File: config.mk
export PLATFORM = sky130hd
export DESIGN_NAME = blit_rect_fill
export DESIGN_NICKNAME = d
export VERILOG_FILES = /design/src/rtl/blit_pkg.sv /design/src/rtl/blit_edge_mask.sv /design/src/rtl/blit_rect_fill.sv
export SDC_FILE = /design/constraint.sdc
export NUM_CORES = 1
export LEC_CHECK = 0
export BUFFER_PORTS_ARGS = -buffer_cell sky130_fd_sc_hd__buf_2
export CAP_MARGIN = 20
export CORE_MARGIN = 8
export CORE_UTILIZATION = 45
export CTS_CLUSTER_DIAMETER = 150
export CTS_CLUSTER_SIZE = 14
export DETAILED_ROUTE_END_ITERATION = 6
export GPL_TIMING_DRIVEN = 0
export PLACE_DENSITY = 0.68
export SLEW_MARGIN = 30
export SYNTH_ARGS = -nofsm -noshare
export SYNTH_HDL_FRONTEND = slang
export SYNTH_SLANG_ARGS = --single-unit
File: constraint.sdc
create_clock -name clock -period 2.5 [get_ports clock]
set_clock_uncertainty 0.15 [all_clocks]
set_input_delay 0.625 -clock clock [delete_from_list [all_inputs] [get_ports clock]]
set_output_delay 0.625 -clock clock [all_outputs]
set_load 0.1 [all_outputs]
File: src/rtl/blit_pkg.sv
// Shared types for the rectangle-fill blitter: address width, FSM states, latched command.
package blit_pkg;

  localparam int BLIT_ADDR_W = 26;

  typedef enum logic [1:0] {
    IDLE,
    SETUP,
    ROW,
    DONE
  } blit_state_t;

  typedef struct packed {
    logic [BLIT_ADDR_W-1:0] addr;
    logic [15:0]            width;
    logic [15:0]            height;
    logic [15:0]            stride;
    logic [7:0]             color;
  } blit_fill_cmd_t;

endpackage

File: src/rtl/blit_edge_mask.sv
// Byte enables for one 32-bit word of a row: clips bytes before the row start and after the row end.
module blit_edge_mask (
  input  logic [1:0] start_off_i,
  input  logic [1:0] end_off_i,
  input  logic       is_first_i,
  input  logic       is_last_i,
  output logic [3:0] byte_en_o
);

  logic [3:0] first_mask;
  logic [3:0] last_mask;

  assign first_mask = 4'b1111 << start_off_i;
  assign last_mask  = 4'b1111 >> (2'd3 - end_off_i);

  always_comb begin
    byte_en_o = 4'b1111;
    if (is_first_i) byte_en_o = byte_en_o & first_mask;
    if (is_last_i)  byte_en_o = byte_en_o & last_mask;
  end

endmodule

File: src/rtl/blit_rect_fill.sv
// Rectangle fill: one word write per cycle along each row, first write 2 cycles after accept,
// one SETUP bubble between rows; fifo_full stalls the row without losing or repeating words.
module blit_rect_fill
  import blit_pkg::*;
(
  input  logic                   clock,
  input  logic                   reset,
  input  logic                   cmd_valid,
  output logic                   cmd_ready,
  input  logic [BLIT_ADDR_W-1:0] cmd_addr,
  input  logic [15:0]            cmd_width,
  input  logic [15:0]            cmd_height,
  input  logic [15:0]            cmd_stride,
  input  logic [7:0]             cmd_color,
  output logic                   out_write,
  output logic [BLIT_ADDR_W-1:0] out_addr,
  output logic [31:0]            out_data,
  output logic [3:0]             out_byte_enable,
  input  logic                   fifo_full,
  output logic                   done
);

  blit_state_t            state_q;
  blit_fill_cmd_t         cmd_d;
  logic [BLIT_ADDR_W-1:0] row_addr_q;
  logic [15:0]            width_q;
  logic [15:0]            stride_q;
  logic [7:0]             color_q;
  logic [15:0]            rows_left_q;
  logic [BLIT_ADDR_W-3:0] cur_word_q;
  logic [BLIT_ADDR_W-3:0] last_word_q;
  logic [BLIT_ADDR_W-1:0] end_addr_d;
  logic                   is_first_d;
  logic                   is_last_d;
  logic [3:0]             byte_en_d;

  assign cmd_d = '{addr: cmd_addr, width: cmd_width, height: cmd_height,
                   stride: cmd_stride, color: cmd_color};

  assign cmd_ready  = (state_q == IDLE);
  // Address of the last byte of the current row; the natural 26-bit wrap is intended.
  assign end_addr_d = row_addr_q + BLIT_ADDR_W'(width_q) - BLIT_ADDR_W'(1);
  assign is_first_d = (cur_word_q == row_addr_q[BLIT_ADDR_W-1:2]);
  assign is_last_d  = (cur_word_q == last_word_q);

  blit_edge_mask u_edge_mask (
    .start_off_i (row_addr_q[1:0]),
    .end_off_i   (end_addr_d[1:0]),
    .is_first_i  (is_first_d),
    .is_last_i   (is_last_d),
    .byte_en_o   (byte_en_d)
  );

  always_ff @(posedge clock) begin
    if (reset) begin
      state_q         <= IDLE;
      out_write       <= 1'b0;
      done            <= 1'b0;
      out_addr        <= '0;
      out_data        <= '0;
      out_byte_enable <= '0;
      row_addr_q      <= '0;
      width_q         <= '0;
      stride_q        <= '0;
      color_q         <= '0;
      rows_left_q     <= '0;
      cur_word_q      <= '0;
      last_word_q     <= '0;
    end else begin
      out_write <= 1'b0;
      done      <= 1'b0;
      case (state_q)
        IDLE: begin
          if (cmd_valid) begin
            row_addr_q  <= cmd_d.addr;
            width_q     <= cmd_d.width;
            stride_q    <= cmd_d.stride;
            color_q     <= cmd_d.color;
            rows_left_q <= cmd_d.height;
            if (cmd_d.width == 16'd0 || cmd_d.height == 16'd0) state_q <= DONE;
            else                                                state_q <= SETUP;
          end
        end
        SETUP: begin
          cur_word_q  <= row_addr_q[BLIT_ADDR_W-1:2];
          last_word_q <= end_addr_d[BLIT_ADDR_W-1:2];
          state_q     <= ROW;
        end
        ROW: begin
          if (!fifo_full) begin
            out_write       <= 1'b1;
            out_addr        <= {cur_word_q, 2'b00};
            out_data        <= {4{color_q}};
            out_byte_enable <= byte_en_d;
            if (is_last_d) begin
              row_addr_q  <= row_addr_q + BLIT_ADDR_W'(stride_q);
              rows_left_q <= rows_left_q - 16'd1;
              state_q     <= (rows_left_q == 16'd1) ? DONE : SETUP;
            end else begin
              cur_word_q <= cur_word_q + 1'b1;
            end
          end
        end
        DONE: begin
          done    <= 1'b1;
          state_q <= IDLE;
        end
        default: state_q <= IDLE;
      endcase
    end
  end

endmodule
==> impl_metrics.env <==
export IMPL_setup_viol=27
export IMPL_fillers=2096
export IMPL_antenna_found_initial=0
export IMPL_ys_warnings_count=0
export IMPL_rr_startpoint="row_addr_q[2]"
export IMPL_hold_viol_final=0
export IMPL_htreeDepth=4
export IMPL_grt_pass1_vias=10600
export IMPL_synth_edf_count=0
export IMPL_cp_start_kind="flop"
export IMPL_ys_seq_area_share_pct=31.7
export IMPL_synth_flop_cell="dfxtp_1"
export IMPL_violations="setup timing"
export IMPL_final_area_sq_um=14100
export IMPL_clk_latency_ps=440
export IMPL_crit_fanout=4
export IMPL_cts_sinks=170
export IMPL_max_stage_delay_ps=380
export IMPL_numCtsBuffers=17
export IMPL_setup_ws_ps=-228
export IMPL_num_vias=11400
export IMPL_clk_path_buf_depth=2
export IMPL_syn_inst=1437
export IMPL_via_per_inst=5.75
export IMPL_fin_util_pct=60.1
export IMPL_crit_chain="inv_4 > ha_4 > inv_2 > ha_4 > a211oi_4 > o211ai_1 > buf_4 > a31oi_4 > o21ai_2 > or3_4 > a31o_4 > nand3_2"
export IMPL_async_flop_share_pct=0
export IMPL_ant_nets=0
export IMPL_hold_path_depth=3
export IMPL_cp_startpoint="row_addr_q[2]"
export IMPL_drc=0
export IMPL_globalRouteOverflowTotal=0
export IMPL_cts_hold_fix_buffers=0
export IMPL_antenna_diode_count=0
export IMPL_areaGrowthSynthToFinish_pct=31.4
export IMPL_avgSynthCellArea_sq_um=7.47
export IMPL_core_area_sq_um=23500
export IMPL_drt_iter0_markers=1026
export IMPL_wirelength_um=40200
export IMPL_ios=151
export IMPL_p_total_mw=9.72
export IMPL_gp_congestion=0.987
export IMPL_vdd_drop_max_v=0.000398
export IMPL_p_per_area_nw_per_um2=689
export IMPL_dpl_cell_area_sq_um=12000
export IMPL_worst_path_max_delay_cell="dfxtp_4"
export IMPL_groute_usage_overall_pct=26.4
export IMPL_crit_top_cell="ha_4"
export IMPL_grt_max_degree=19
export IMPL_min_period_over_period_pct=109
export IMPL_finalSetupTns_ps=-3120
export IMPL_worst_r2r_path_depth=12
export IMPL_arrival_ps=2960
export IMPL_cp_required_ps=2730
export IMPL_final_net_count=1814
export IMPL_port_buffers=148
export IMPL_drv_slew=0
export IMPL_slew_headroom_pct=36.5
export IMPL_max_freq_mhz=367
export IMPL_clk_pin_slew_worst_paths_ps=80
export IMPL_worst_slew_pin_slew_ps=953
export IMPL_hold_class="in2reg"
export IMPL_drive_gt1_share_pct=30.6
export IMPL_dieArea_sq_um=29100
export IMPL_ctsRootBufferMaster="clkbuf_16"
export IMPL_dp_worst_setup_slack_ps=-734
export IMPL_row_count=56
export IMPL_worst_hold_path_endpoint="stride_q[0]"
export IMPL_cts_tree="built"
export IMPL_power_leakage_nw=5.82
export IMPL_period_needed_ps=2730
export IMPL_initial_core_util_pct=45.7
export IMPL_path_class="reg2reg"
export IMPL_wl_per_cell_um=20.2
export IMPL_rsz0062_at_grt="true"
export IMPL_syn_area_sq_um=10700
export IMPL_cp_end_kind="flop"
export IMPL_hp_start="cmd_stride[0]"
export IMPL_drv_cap=0
export IMPL_die_w_um=170
export IMPL_yosysUniqueCellTypes=78
export IMPL_drt_first_pass_iters=5
export IMPL_ys_ff_latch=170
export IMPL_critPathTopFamily="compound AO/OA/AOI/OAI gates"
export IMPL_dieHeight_um=170
export IMPL_grt_pass1_wl_um=59500
export IMPL_reg2reg_to="last_word_q[22]"
export IMPL_cp_num_buf_inv=3
export IMPL_dp_hpwl_um=29200
export IMPL_r2r_setup_slack_ps=-230
export IMPL_status="complete, but fails checks"
==> how the worst max path moves through the flow <==
stage,to,cells past startpoint
floorplan,row_addr_q[20],9
global placement,rows_left_q[6],8
detailed placement,rows_left_q[6],8
CTS,last_word_q[23],13
global route,last_word_q[18],12
finish,last_word_q[22],12
==> power breakdown <==
part           total, mW  switching, mW  internal [mW]
logic               3.77           2.17           1.60
registers           3.18          0.258           2.92
clock network       2.77           1.34           1.44
==> cell type report <==
cell class,instances,area (sq um),area share (%)
multi-input cells,1060,7390,52.4
flip-flops and latches,170,3480,24.7
repair buffers,208,1230,8.74
plain buffers,115,649,4.60
clock buffers,17,425,3.02
well taps,319,399,2.83
inverters,87,350,2.48
clock inverters,15,180,1.28
==> kinds of logic after synthesis <==
family / synth area share (%)
flip-flops: 31.7
multiplexers: 0.0932
other: 0.0349
buffers and inverters: 8.74
XOR/XNOR: 5.87
AND/OR/NAND/NOR: 22.6
adder cells (fa/ha/maj): 8.18
AO/OA/AOI/OAI: 22.8
==> registers in the layout, summed over array words and instances, names as in the netlist, 2 cells and up <==
name	count
color_q	8
cur_word_q	24
last_word_q	24
out_addr	24
out_byte_enable	4
out_data	8
row_addr_q	26
rows_left_q	16
state_q	2
stride_q	16
width_q	16
==> what timing repair did <==
action                                  CTS  global route
gates resized for setup                 155           120
endpoints found under the setup margin  109           106
buffers inserted                         42            23
pin swaps                                51            74
==> layout by cell type, fill, tap and decap left out, drive strengths merged, types with 5 or more instances in the layout <==
cell type | Yosys | layout
a311oi | 13 | 13
and2 | 8 | 8
inv | 87 | 94
nand3 | 34 | 34
o22ai | 7 | 7
a21oi | 165 | 165
o21ai | 76 | 76
o211ai | 8 | 8
ha | 67 | 67
a21o | 21 | 21
nor2 | 97 | 97
clkbuf | 60 | 79
xnor2 | 47 | 47
nor4 | 16 | 16
a31o | 6 | 6
nand4 | 22 | 22
and3 | 12 | 12
nor3 | 20 | 20
or4 | 5 | 5
a22oi | 5 | 5
dfxtp | 170 | 170
nand2b | 6 | 6
o21a | 9 | 9
nor2b | 7 | 7
or3 | 12 | 12
a31oi | 13 | 13
a211oi | 25 | 25
buf | 61 | 261
o31ai | 7 | 7
nand2 | 264 | 264
xor2 | 25 | 25
==> per-layer routing <==
| metal | vias to the layer above | global-route usage [%] | share of wire (%) |
|---|---|---|---|
| met5 | - | 0 | 0 |
| met4 | 0 | 13.4 | 4.9 |
| met3 | 127 | 4.84 | 8.9 |
| met2 | 580 | 42.1 | 46 |
| met1 | 5309 | 33.6 | 40 |
| li1 | 5432 | - | - |
==> Yosys cell counts (5+ instances only) <==
cell | n | area share (%)
nand2_1 | 263 | 9.2
dfxtp_1 | 170 | 32
a21oi_1 | 164 | 7.6
nor2_1 | 96 | 3.4
inv_1 | 87 | 3.0
ha_1 | 67 | 7.8
clkbuf_1 | 59 | 2.1
o21ai_0 | 55 | 2.6
xnor2_1 | 47 | 3.8
buf_4 | 36 | 2.5
nand3_1 | 33 | 1.5
xor2_1 | 25 | 2.0
a211oi_1 | 22 | 1.5
a21o_1 | 21 | 1.5
nand4_1 | 21 | 1.2
o21ai_1 | 21 | 0.98
nor3_1 | 19 | 0.89
buf_2 | 17 | 0.79
a311oi_1 | 13 | 1.1
a31oi_1 | 13 | 0.76
nor4_1 | 13 | 0.76
and3_1 | 12 | 0.70
or3_1 | 12 | 0.70
o21a_1 | 9 | 0.63
and2_1 | 8 | 0.47
buf_1 | 8 | 0.28
o211ai_1 | 8 | 0.56
nor2b_1 | 7 | 0.41
o22ai_1 | 7 | 0.41
o31ai_1 | 7 | 0.49
nand2b_1 | 6 | 0.35
a22oi_1 | 5 | 0.35
==> through the flow <==
step / cells / hold slack, ps
6_report: 1991 / 248
4_1_cts: 1973 / 264
5_1_grt: 1991 / 256
3_3_place_gp: 1905 / 289
2_1_floorplan: 1438 / 282
3_5_place_dp: 1905 / 294
==> tightest hold or removal path, stage by stage <==
cell	delay, ps
buf_2	90
nand2_1	40
a21oi_1	50
Power figures use the tool's default switching activity.
